`src/rtl/sha1_wb_sequencer.sv`:
```
// rtl/sha1_wb_sequencer.sv - Round-robin Wishbone master sharing one SHA1 engine between two requesters; optional abort via SHA1_SEQ_TIMEOUT_EN
module sha1_wb_sequencer #(
  parameter logic [31:0] BASE_ADDRESS  = 32'h30000024,
  parameter int unsigned POLL_GAP      = 8,
  parameter int unsigned TIMEOUT_POLLS = 64
) (
  input  logic         wb_clk_i,
  input  logic         wb_rst_i,
  input  logic [1:0]   req_i,
  output logic [1:0]   gnt_o,
  input  logic [1:0]   msg_valid_i,
  input  logic [63:0]  msg_data_i,
  output logic [1:0]   msg_ready_o,
  output logic [159:0] digest_o,
  output logic [1:0]   digest_valid_o,
  output logic [1:0]   err_o,
  output logic         wbm_cyc_o,
  output logic         wbm_stb_o,
  output logic         wbm_we_o,
  output logic [3:0]   wbm_sel_o,
  output logic [31:0]  wbm_adr_o,
  output logic [31:0]  wbm_dat_o,
  input  logic [31:0]  wbm_dat_i,
  input  logic         wbm_ack_i
);
  localparam logic [31:0] OPS_ADR = BASE_ADDRESS + 32'h8;
  localparam logic [31:0] MSG_ADR = BASE_ADDRESS + 32'hC;
  localparam logic [31:0] DIG_ADR = BASE_ADDRESS + 32'h10;
  localparam int unsigned GAP_W  = (POLL_GAP > 1) ? $clog2(POLL_GAP) : 1;
  localparam int unsigned POLL_W = $clog2(TIMEOUT_POLLS + 1);

  typedef enum logic [3:0] {
    S_IDLE, S_ARB, S_RST, S_MSGW, S_MSGB, S_GAP, S_POLL, S_DIG, S_DONE, S_ABORT
  } state_t;

  state_t              state_q, state_d;
  logic [1:0]          gnt_q, gnt_d;
  logic                ptr_q, ptr_d;
  logic [1:0]          ready_q, ready_d;
  logic [31:0]         word_q, word_d;
  logic [3:0]          wcnt_q, wcnt_d;
  logic [GAP_W-1:0]    gcnt_q, gcnt_d;
  logic [POLL_W-1:0]   pcnt_q, pcnt_d;
  logic [2:0]          dcnt_q, dcnt_d;
  logic [159:0]        digest_q, digest_d;
  logic [1:0]          dvalid_q, dvalid_d;
  logic                cyc_q, cyc_d;
  logic                we_q, we_d;
  logic [3:0]          sel_q, sel_d;
  logic [31:0]         adr_q, adr_d;
  logic [31:0]         dat_q, dat_d;
`ifdef SHA1_SEQ_TIMEOUT_EN
  logic [1:0]          err_q, err_d;
  assign err_o = err_q;
`else
  assign err_o = 2'b00;
`endif

  logic        nxt;
  logic        ack_in;
  logic [31:0] word_in;
  assign nxt     = ~ptr_q;
  assign ack_in  = cyc_q & wbm_ack_i;
  assign word_in = gnt_q[1] ? msg_data_i[63:32] : msg_data_i[31:0];

  assign gnt_o          = gnt_q;
  assign msg_ready_o    = ready_q;
  assign digest_o       = digest_q;
  assign digest_valid_o = dvalid_q;
  assign wbm_cyc_o      = cyc_q;
  assign wbm_stb_o      = cyc_q;
  assign wbm_we_o       = we_q;
  assign wbm_sel_o      = sel_q;
  assign wbm_adr_o      = adr_q;
  assign wbm_dat_o      = dat_q;

  // Sequencer next state: arbitration, block streaming, polling, digest readback and bus launch
  always_comb begin
    state_d  = state_q;
    gnt_d    = gnt_q;
    ptr_d    = ptr_q;
    ready_d  = ready_q;
    word_d   = word_q;
    wcnt_d   = wcnt_q;
    gcnt_d   = gcnt_q;
    pcnt_d   = pcnt_q;
    dcnt_d   = dcnt_q;
    digest_d = digest_q;
    dvalid_d = 2'b00;
    cyc_d    = cyc_q;
    we_d     = we_q;
    sel_d    = sel_q;
    adr_d    = adr_q;
    dat_d    = dat_q;
`ifdef SHA1_SEQ_TIMEOUT_EN
    err_d    = 2'b00;
`endif
    // a sampled ack ends the access; the following cycle is the mandatory idle cycle
    if (ack_in) begin
      cyc_d = 1'b0;
      we_d  = 1'b0;
      sel_d = 4'h0;
      adr_d = 32'h0;
      dat_d = 32'h0;
    end
    case (state_q)
      S_IDLE: if (|req_i) state_d = S_ARB;
      S_ARB: begin
        wcnt_d = 4'd0;
        pcnt_d = '0;
        dcnt_d = 3'd0;
        if (req_i[nxt]) begin
          gnt_d   = 2'b01 << nxt;
          ptr_d   = nxt;
          state_d = S_RST;
        end else if (req_i[ptr_q]) begin
          gnt_d   = 2'b01 << ptr_q;
          state_d = S_RST;
        end else begin
          state_d = S_IDLE;
        end
      end
      S_RST: if (ack_in) begin
        state_d = S_MSGW;
        ready_d = gnt_q;
      end
      S_MSGW: if (|(ready_q & msg_valid_i)) begin
        ready_d = 2'b00;
        word_d  = word_in;
        state_d = S_MSGB;
      end
      S_MSGB: if (ack_in) begin
        wcnt_d = wcnt_q + 4'd1;
        if (wcnt_q == 4'd15) begin
          gcnt_d  = '0;
          state_d = S_GAP;
        end else begin
          ready_d = gnt_q;
          state_d = S_MSGW;
        end
      end
      S_GAP: begin
        if (gcnt_q == GAP_W'(POLL_GAP - 1)) state_d = S_POLL;
        else gcnt_d = gcnt_q + GAP_W'(1);
      end
      S_POLL: if (ack_in) begin
        if (wbm_dat_i[3]) begin
          dcnt_d  = 3'd0;
          state_d = S_DIG;
        end else begin
          if (pcnt_q != POLL_W'(TIMEOUT_POLLS)) pcnt_d = pcnt_q + POLL_W'(1);
          gcnt_d  = '0;
          state_d = S_GAP;
`ifdef SHA1_SEQ_TIMEOUT_EN
          if (pcnt_q >= POLL_W'(TIMEOUT_POLLS - 1)) state_d = S_ABORT;
`endif
        end
      end
      S_DIG: if (ack_in) begin
        // h4 arrives first and lands in the low word
        digest_d[{dcnt_q, 5'd0} +: 32] = wbm_dat_i;
        if (dcnt_q == 3'd4) state_d = S_DONE;
        else dcnt_d = dcnt_q + 3'd1;
      end
      S_DONE: begin
        dvalid_d = gnt_q;
        gnt_d    = 2'b00;
        state_d  = S_IDLE;
      end
      S_ABORT: begin
`ifdef SHA1_SEQ_TIMEOUT_EN
        if (ack_in) begin
          err_d   = gnt_q;
          gnt_d   = 2'b00;
          state_d = S_IDLE;
        end
`else
        state_d = S_IDLE;
`endif
      end
      default: state_d = S_IDLE;
    endcase
    // start the access owned by the state being entered (or held) once the bus is free
    if (!cyc_q) begin
      case (state_d)
        S_RST, S_ABORT: begin
          cyc_d = 1'b1; we_d = 1'b1; sel_d = 4'hF; adr_d = OPS_ADR; dat_d = 32'h2;
        end
        S_MSGB: begin
          cyc_d = 1'b1; we_d = 1'b1; sel_d = 4'hF; adr_d = MSG_ADR; dat_d = word_d;
        end
        S_POLL: begin
          cyc_d = 1'b1; we_d = 1'b0; sel_d = 4'hF; adr_d = OPS_ADR; dat_d = 32'h0;
        end
        S_DIG: begin
          cyc_d = 1'b1; we_d = 1'b0; sel_d = 4'hF; adr_d = DIG_ADR; dat_d = 32'h0;
        end
        default: ;
      endcase
    end
  end

  // State and registered outputs; reset drops the bus immediately and points round-robin at requester 1
  always_ff @(posedge wb_clk_i or posedge wb_rst_i) begin
    if (wb_rst_i) begin
      state_q  <= S_IDLE;
      gnt_q    <= 2'b00;
      ptr_q    <= 1'b1;
      ready_q  <= 2'b00;
      word_q   <= 32'h0;
      wcnt_q   <= 4'd0;
      gcnt_q   <= '0;
      pcnt_q   <= '0;
      dcnt_q   <= 3'd0;
      digest_q <= 160'h0;
      dvalid_q <= 2'b00;
      cyc_q    <= 1'b0;
      we_q     <= 1'b0;
      sel_q    <= 4'h0;
      adr_q    <= 32'h0;
      dat_q    <= 32'h0;
`ifdef SHA1_SEQ_TIMEOUT_EN
      err_q    <= 2'b00;
`endif
    end else begin
      state_q  <= state_d;
      gnt_q    <= gnt_d;
      ptr_q    <= ptr_d;
      ready_q  <= ready_d;
      word_q   <= word_d;
      wcnt_q   <= wcnt_d;
      gcnt_q   <= gcnt_d;
      pcnt_q   <= pcnt_d;
      dcnt_q   <= dcnt_d;
      digest_q <= digest_d;
      dvalid_q <= dvalid_d;
      cyc_q    <= cyc_d;
      we_q     <= we_d;
      sel_q    <= sel_d;
      adr_q    <= adr_d;
      dat_q    <= dat_d;
`ifdef SHA1_SEQ_TIMEOUT_EN
      err_q    <= err_d;
`endif
    end
  end
endmodule

```
`config.mk`:
```
export PLATFORM = sky130hd
export DESIGN_NAME = sha1_wb_sequencer
export DESIGN_NICKNAME = d
export VERILOG_FILES = /design/src/rtl/sha1_wb_sequencer.sv
export SDC_FILE = /design/constraint.sdc
export NUM_CORES = 1
export LEC_CHECK = 0
export ABC_CLOCK_PERIOD_IN_PS = 20300
export CAP_MARGIN = 15
export CORE_MARGIN = 2
export CORE_UTILIZATION = 50
export CTS_BUF_LIST = sky130_fd_sc_hd__clkbuf_16
export CTS_CLUSTER_SIZE = 20
export DETAILED_ROUTE_END_ITERATION = 16
export PLACE_DENSITY = 0.89
export SYNTH_ARGS = -nofsm -noshare
export SYNTH_HDL_FRONTEND = slang
export SYNTH_SLANG_ARGS = --single-unit
```
`constraint.sdc`:
```
create_clock -name wb_clk_i -period 20.3 [get_ports wb_clk_i]
set_input_delay 2.03 -clock wb_clk_i [delete_from_list [all_inputs] [get_ports wb_clk_i]]
set_output_delay 2.03 -clock wb_clk_i [all_outputs]
set_load 0.02 [all_outputs]
```
==> Word level (Yosys, flattened, before mapping) <==
Index checks and enable logic that the tools add are counted.
{ "word_totals": {"reg_bits": 283, "latch_bits": 0, "ramBits": 0, "rom_bits": 0, "input_bits": 103, "out_inout_bits": 239, "wordCells": 134, "memories": 0} }
{ "op_classes": {"addsub": 4, "multipliers": 0, "div": 0, "n_lt_le_gt_ge": 2, "eq_ne": 28, "n_shift": 4, "mux": 58, "bitwise": 3, "reduce_logical": 20} }
{ "ops": {"columns": ["cell", "count"], "rows": [
  ["$mux W32", 7],
  ["$pmux W32 S3", 2],
  ["$bwmux W160", 1],
  ["$shift A32 B10 Y160 const A", 1],
  ["$shiftx A32 B10 Y160", 1],
  ["$mux W4", 12],
  ["$pmux W4 S8", 1],
  ["$mux W3", 10],
  ["$eq A4 B3 Y1 const B", 7],
  ["$ne A2 B2 Y1 const B", 11],
  ["$mux W2", 10],
  ["$pmux W3 S3", 2],
  ["$eq A4 B2 Y1 const B", 3],
  ["$eq A4 B4 Y1 const B", 3],
  ["$neg A8 Y10", 1],
  ["$reduce_and A5 Y1", 2],
  ["$mux W1", 9],
  ["$reduce_bool A3 Y1", 3],
  ["$pmux W4 S2", 1],
  ["$reduce_and A2 Y1", 4],
  ["$reduce_or A2 Y1", 4],
  ["$add A3 B1 Y3 const B", 2],
  ["$eq A3 B3 Y1 const B", 2],
  ["$pmux W2 S3", 1],
  ["15 further kinds", 19]
]} }

==> Depth between registers and ports, before layout <==
Gate-level depths: netlist (run 1).
{ "logic_depth": {"word_depth": 9, "mapped_depth": 12} }

==> Least setup slack after synthesis (run 1) <==
Ideal clock, no wire load.
{ "synth_timing": {"path_kind": "input port to flip-flop", "from": "input msg_valid_i[0]", "to": "register dat_q[11] (netlist: wbm_dat_o[11])", "setup_ps": 75, "t_arrival_ps": 3537, "required_time_ps": 20225, "path_slack_ps": 16688, "path_stages": 9, "path_cell_list": "a22o_1 > nor2b_1 > a221o_1 > buf_2 > a21o_1 > a2bb2oi_2 > buf_4 > buf_6 > o2bb2ai_2"} }
{ "synth_via": {"elab_chain_cells": 8, "word_cells_on_any_way": 15, "classes_between": "eq/ne (5); mux (6); bitwise (1); reduce/logical (3)"} }
{ "synth_rtl": {"columns": ["element", "line", "source"], "rows": [
  ["start: declaration", "11", "input logic [1:0] msg_valid_i,"],
  ["$and A2 B2 Y2 (*)", "127", "S_MSGW: if (|(ready_q & msg_valid_i)) begin"],
  ["$reduce_or A2 Y1 (*)", "127", null],
  ["$mux W4 (*)", "127", null],
  ["$pmux W4 S8 (*)", "106", "case (state_q)"],
  ["net state_d[2]", "36", "state_t state_q, state_d;"],
  ["$eq A4 B3 Y1, or another cell as far along", "185", "case (state_d)"],
  ["$reduce_or A2 Y1 (no line)", null, null],
  ["$pmux W32 S3 (*)", "185", null],
  ["$mux W32 (*)", "184", "if (!cyc_q) begin"],
  ["net dat_d[11]", "51", "logic [31:0] dat_q, dat_d;"],
  ["end signal: assignment", "241", "dat_q <= dat_d;"],
  ["end: declaration", "51", null]
]} }
The timed path passes the listed nets; every way through them passes the cells marked *.
A chain may end at the register's enable or synchronous reset.

==> Worst setup path after layout (run 1) <==
{ "layout_timing": {"from": "input msg_valid_i[0]", "to": "register dat_q[31] (netlist: wbm_dat_o[31])"} }
{ "layout_via": {"elab_chain_cells": 8, "word_cells_on_any_way": 15, "classes_between": "eq/ne (5); mux (6); bitwise (1); reduce/logical (3)"} }
{ "layout_rtl": {"columns": ["element", "line"], "rows": [
  ["$and A2 B2 Y2 (*)", "127"],
  ["$reduce_or A2 Y1 (*)", "127"],
  ["$mux W4", "127"],
  ["$pmux W4 S8", "106"],
  ["$eq A4 B3 Y1, or another cell as far along", "185"],
  ["$reduce_or A2 Y1 (no line)", null],
  ["$pmux W32 S3 (*)", "185"],
  ["$mux W32 (*)", "184"],
  ["net dat_d[31]", "51"]
]} }
Marks and branches as above.

==> results of run 1 <==
cells by family (layout without fill, tap and decap cells):
family | after synthesis | count (layout) | share of synthesized area, %
AOI/OAI and AO/OA | 217 | 217 | 14.7
muxes | 101 | 101 | 9.26
and+or+nand+nor | 290 | 290 | 11.1
DFF | 283 | 283 | 60.0
xor gates and xnor gates | 1 | 1 | 0.0742
buffers and inverters | 100 | 440 | 3.81
adders and majority gates | 10 | 10 | 1.06
other | 1 | 2 | 0.0318
critical path: stages:
cell and delay [ns]:
clkdlybuf4s50_1 0.47, a22o_1 0.20, nor2b_4 0.15, buf_4 0.51
a221o_1 0.39, nand3b_1 0.16, or3_2 0.86, o2bb2ai_1 0.29
through the flow:
stage	setup slack (ns)	hold WS [ns]	util (%)	cells	total power (W)
global placement	15.21	0.461	66.1	1610	0.000614
CTS	15.64	0.480	70.1	1663	0.00114
detailed placement	15.11	0.467	66.1	1610	0.000615
finish	15.64	0.480	70.1	1663	0.00113
floorplan	10.46	0.454	-	1004	0.000586
global route	15.36	0.501	70.1	1663	0.00117
power breakdown:
group | switching, W | internal [W] | total, W
registers | 0 | 0.000564 | 0.000564
clock network | 0.000218 | 0.000310 | 0.000528
logic | 0.0000211 | 0.0000192 | 0.0000403
synthesized netlist by cell type (6+ instances only):
cell	number	area share (%)
a21oi_1	11	0.47
clkbuf_1	31	0.99
o21ai_0	78	3.3
inv_1	37	1.2
a21o_1	40	2.5
a22o_1	28	2.1
o2bb2ai_2	30	3.8
dfrtp_1	282	60
nand2_1	165	5.2
nor2_1	57	1.8
and2_1	29	1.5
buf_1	8	0.25
mux2i_1	35	3.0
mux2_2	60	5.7
buf_2	12	0.51
buf_4	6	0.38
mux2_1	6	0.57
ha_1	10	1.1
nand2b_1	7	0.37
cell type report:
cell class / instances / area share (%)
Clock buffer: 29 / 4.44
Inverter: 38 / 0.918
Clock inverter: 24 / 1.34
Timing Repair Buffer: 349 / 21.2
Multi-Input combinational cell: 621 / 26.4
Sequential cell: 283 / 43.3
Tap cell: 319 / 2.44
worst max path at each step:
stage / endpoint / slack (ns)
after floorplan: dcnt_q[0]$_DFFE_PP0P_ / 10.46
after global placement: digest_o[124]$_DFFE_PP0P_ / 15.21
after detailed placement: wbm_dat_o[22]$_DFF_PP0_ / 15.11
after CTS: wbm_dat_o[2]$_DFF_PP0_ / 15.64
after global routing: digest_o[58]$_DFFE_PP0P_ / 15.36
final: wbm_dat_o[31]$_DFF_PP0_ / 15.64
flip-flops by register name, indices dropped and copies added (netlist names):
register / cells
digest_valid_o: 2
gnt_o: 2
wbm_dat_o: 32
dcnt_q: 3
digest_o: 160
wbm_we_o: 1
msg_ready_o: 2
wbm_sel_o: 4
wbm_adr_o: 32
wcnt_q: 4
state_q: 4
wbm_cyc_o: 1
gcnt_q: 3
ptr_q: 1
word_q: 32
layer usage:
metal	up-vias	track usage [%]	share of wire, %
li1	4076	-	-
met5	-	0	0
met3	92	6.82	8.4
met1	4468	31.5	39
met2	360	41.1	48
met4	0	10.5	4.5
==> results.json, run 1 <==
{
  "die_area_um2": 24900,
  "cp.arrival_ns": 5.11,
  "tns_ns": 0,
  "core-area_um2": 23300,
  "place_congestion": 0.859,
  "final_area_um2": 16400,
  "holdPathStages": 1,
  "post_cts_buffers": 0,
  "clk_latency_ns": 0.53,
  "cp_max_fo": 65,
  "drt-initial-drc-count": 515,
  "ff_latch_area_um2": 7080,
  "ys_seq_area_share_pct": 60.0,
  "timing.rr.start": "dcnt_q[0]$_DFFE_PP0P_",
  "status": "finished, final reports clean",
  "grt_antenna_before_repair": 0,
  "hold_path.class": "register to register",
  "fmax_mhz": 215,
  "htreeDepth": 1,
  "grt_pass1_wl_um": 49300,
  "slew_violations": 0,
  "row_count": 56,
  "ys_types": 65,
  "path_clk_slew_ns": 0.07,
  "maxCapViolations": 0,
  "leakagePower_nw": 7.34,
  "area_growth_pct": 38.5,
  "finalSetupViolations": 0,
  "final_cell_mix": "clkdlybuf4s50_1 (339), dfrtp_1 (281), nand2_1 (163)",
  "fill_cells": 1565,
  "port_buffers": 339,
  "relSlewSlack_pct": 21.9,
  "endpoint_kind": "register",
  "dpl_cell_area_um2": 15400,
  "final_common_cell": "clkdlybuf4s50_1",
  "n_antenna_cell": 0,
  "grt_max_degree": 134,
  "grtUsageTotal_pct": 25.1,
  "startpoint_type": "primary input",
  "synth_warnings": 0,
  "synth_flop_cell": "dfrtp_1",
  "grt-ovfl-total": 0,
  "io_pins": 342,
  "ir_worst_vdd_mv": 0.0726,
  "reg2reg_depth": 8,
  "holdPathEnd": "wbm_sel_o[1]$_DFF_PP0_",
  "drc_errors": 0,
  "critPathKind": "primary input to register",
  "tritoncts.num_buffers": 29,
  "crit_start": "msg_valid_i[0]",
  "synth_edf_count": 0,
  "cts_buffer_depth": 3,
  "multi_input_area_um2": 4310,
  "yosys_register_bits": 283,
  "timing.rr.end": "wbm_dat_o[31]$_DFF_PP0_",
  "critPathRequiredTime_ns": 20.75,
  "ys_async_sr_fraction_pct": 100,
  "hpwl_um": 22200,
  "power_density_nw_per_um2": 69.2,
  "hold_viol_final": 0,
  "cts_resized": 0,
  "cts.hold.buffers_added": 0,
  "worst_slew_pin_slew_ns": 1.17,
  "rsz0062_at_grt": "false",
  "start_util_pct": 50.6,
  "drt-pass1-iter-count": 5,
  "min_period_over_period_pct": 23.0,
  "first_global_vias": 8980,
  "drive_above_1_share_pct": 12.1,
  "min_from": "wbm_sel_o[1]$_DFF_PP0_",
  "synthCells": 1003,
  "ant_nets": 0,
  "vias_per_cell": 5.41,
  "nets": 1435,
  "routed_wl_um": 32100,
  "netlist_area_um2": 11800,
  "die_x_um": 158,
  "die_y_um": 158,
  "skew_ns": 0.00953,
  "r2r_slack_ns": 16.75,
  "synth_area_per_cell_um2": 11.8,
  "clockRootBuffer": "clkbuf_16",
  "cts_tree": "built",
  "via_count": 8996,
  "clkSinkCount": 283,
  "min_period_ns": 4.66,
  "detail_route.wl_per_cell_um": 19.3
}
No activity file was read; power rests on OpenSTA's default activity.
==> run 2, diff against run 1 <==
==> config.mk (replaced) <==
export PLATFORM = sky130hd
export DESIGN_NAME = sha1_wb_sequencer
export DESIGN_NICKNAME = d
export VERILOG_FILES = /design/src/rtl/sha1_wb_sequencer.sv
export SDC_FILE = /design/constraint.sdc
export NUM_CORES = 1
export LEC_CHECK = 0
export ABC_CLOCK_PERIOD_IN_PS = 4100
export CAP_MARGIN = 15
export CORE_MARGIN = 2
export CORE_UTILIZATION = 43
export CTS_BUF_LIST = sky130_fd_sc_hd__clkbuf_16
export CTS_CLUSTER_SIZE = 20
export DETAILED_ROUTE_END_ITERATION = 16
export PLACE_DENSITY = 0.81
export SYNTH_ARGS = -nofsm -noshare
export SYNTH_HDL_FRONTEND = slang
export SYNTH_SLANG_ARGS = --single-unit
==> constraint.sdc (replaced) <==
create_clock -name wb_clk_i -period 4.1 [get_ports wb_clk_i]
set_input_delay 0.41 -clock wb_clk_i [delete_from_list [all_inputs] [get_ports wb_clk_i]]
set_output_delay 0.41 -clock wb_clk_i [all_outputs]
set_load 0.02 [all_outputs]
==> run 2 against run 1 <==
Against the previous run:
- core utilization fell by 8.8 points
- flip-flop and latch count did not move
- sequential power rose to 4.9 times the previous value
- wire length rose by 0.54%
- critical path depth rose by 1
- first-iteration DRC count fell by 1.4%
- total power rose to 5.0 times the previous value
- global-route usage fell by 2.5 points
- critical endpoint is now wbm_dat_o[30]$_DFF_PP0_
- largest power group unchanged
- highest routed layer unchanged
==> results.json, run 2 (synthesis results as in run 1) <==
{
  "clockRootBuffer": "clkbuf_16",
  "final_common_cell": "clkdlybuf4s50_1",
  "p_sw_share_pct": 21.9,
  "endpoint_kind": "register",
  "clk_latency_ns": 0.52,
  "cts_buffer_depth": 3,
  "min_period_ns": 3.33,
  "fill_cells": 2086,
  "routed_wl_um": 32300,
  "place_congestion": 0.861,
  "hold_viol_final": 0,
  "io_pins": 342,
  "multi_input_area_um2": 4310,
  "leakagePower_nw": 7.41,
  "die_area_um2": 28800,
  "wl_met3_um": 2610,
  "die_y_um": 170,
  "power_density_nw_per_um2": 344,
  "holdWs_ns": 0.250,
  "met1_length_um": 12800,
  "first_global_vias": 9285,
  "cts_tree": "built",
  "rsz0062_at_grt": "false",
  "drt-pass1-iter-count": 5,
  "dr_wl_met2_um": 15800,
  "ant_nets": 0,
  "largest_reg_flops": 160,
  "ff_latch_area_um2": 7080,
  "switchingPower_w": 0.00125,
  "drt-initial-drc-count": 508,
  "skew_ns": 0.0231,
  "finalSetupViolations": 0,
  "p_seq_share_pct": 49.1,
  "final_area_um2": 16500,
  "cts_resized": 0,
  "hold_path.class": "primary input to asynchronous set/reset pin",
  "power_frac_comb_pct": 3.6,
  "maxCapViolations": 0,
  "slew_violations": 0,
  "nets": 1447,
  "fmax_mhz": 301,
  "port_buffers": 339,
  "core-area_um2": 27000,
  "worst_slew_pin_slew_ns": 1.09,
  "highest_layer": "met4",
  "post_cts_buffers": 0,
  "grt_max_degree": 126,
  "clkSinkCount": 283,
  "cp.arrival_ns": 3.75,
  "startpoint_type": "register",
  "n_antenna_cell": 0,
  "die_x_um": 170,
  "tritoncts.num_buffers": 34,
  "via_count": 8827,
  "grt_pass1_wl_um": 51100,
  "final_cell_mix": "clkdlybuf4s50_1 (339), dfrtp_1 (281), nand2_1 (163)",
  "min_period_over_period_pct": 81.1,
  "cts.hold.buffers_added": 0,
  "power.internal_w": 0.00444,
  "vias_per_cell": 5.20,
  "detail_route.wl_per_cell_um": 19.0,
  "grt_antenna_before_repair": 0,
  "path_clk_slew_ns": 0.06,
  "critPathKind": "register to register",
  "row_count": 60,
  "p_clk_share_pct": 47.3,
  "total_power_w": 0.00569,
  "dpl_cell_area_um2": 15500,
  "drc_errors": 0,
  "grt-ovfl-total": 0,
  "grtUsageTotal_pct": 22.5,
  "area_growth_pct": 39.8,
  "status": "finished, final reports clean",
  "cp_max_fo": 31,
  "drive_above_1_share_pct": 12.5,
  "start_util_pct": 43.8,
  "relSlewSlack_pct": 27.3,
  "fin_util_pct": 61.3,
  "htreeDepth": 2,
  "hpwl_um": 22200,
  "critPathRequiredTime_ns": 4.52,
  "ir_worst_vdd_mv": 0.321,
  "tns_ns": 0
}
-- run 2: cell count changes in the layout (fill, tap and decap cells not counted), moves of 2 or more --
cell,delta
buf_4,+5
clkinvlp_4,-2
clkbuf_16,+6
clkinv_8,+2
bufinv_16,-4
clkinv_1,+5
buf_12,+2
-- run 2: power groups by stage --
stage / clock network (W) / logic (W) / registers [W]
global route: 0.00288 / 0.000223 / 0.00279
CTS: 0.00274 / 0.000207 / 0.00279
global placement: 0 / 0.000203 / 0.00284
floorplan: 0 / 0.0000573 / 0.00285
detailed placement: 0 / 0.000206 / 0.00284
finish: 0.00269 / 0.000202 / 0.00279
-- run 2: critical path, stage by stage, from the launching register on --
cell and delay, ns:
dfrtp_1 0.59, clkinv_1 0.39, ha_1 0.35, ha_1 0.24, a31oi_1 0.17, a221o_1 0.35
nand3b_1 0.16, or3_2 0.44, buf_4 0.31, o2bb2ai_2 0.22
-- run 2: final cells by class --
cell class / count / area share (%)
clock buffer: 35 / 5.30
clock inverter: 23 / 0.743
inverter: 38 / 0.886
multi-input combinational: 621 / 26.1
sequential: 283 / 42.9
tap: 341 / 2.58
timing repair buffer: 356 / 21.5
-- run 2: final timing paths --
check                                    startpoint                  endpoint  slack [ns]  cells after the start
max                           dcnt_q[0]$_DFFE_PP0P_   wbm_dat_o[30]$_DFF_PP0_        0.77                      9
min                                        wb_rst_i     dcnt_q[0]$_DFFE_PP0P_        0.25                      2
max reg2reg                   dcnt_q[0]$_DFFE_PP0P_   wbm_dat_o[30]$_DFF_PP0_        0.77                      9
max in group asynchronous                  wb_rst_i   digest_o[0]$_DFFE_PP0P_        2.88                      3
min reg2reg                digest_o[89]$_DFFE_PP0P_  digest_o[89]$_DFFE_PP0P_        0.48                      2
min in group wb_clk_i      digest_o[89]$_DFFE_PP0P_  digest_o[89]$_DFFE_PP0P_        0.48                      2
-- run 2: through the flow --
stage	std cells	setup slack, ns
after floorplan	1004	-0.0585
after global placement	1639	0.931
after detailed placement	1639	0.742
after CTS	1697	0.794
after global routing	1697	0.555
final	1697	0.774
-- run 2: per-layer routing --
metal,GRT usage [%],vias to the layer above
met4,8.29,0
li1,-,4086
met2,37.8,303
met5,0,-
met3,6.74,75
met1,27.6,4363
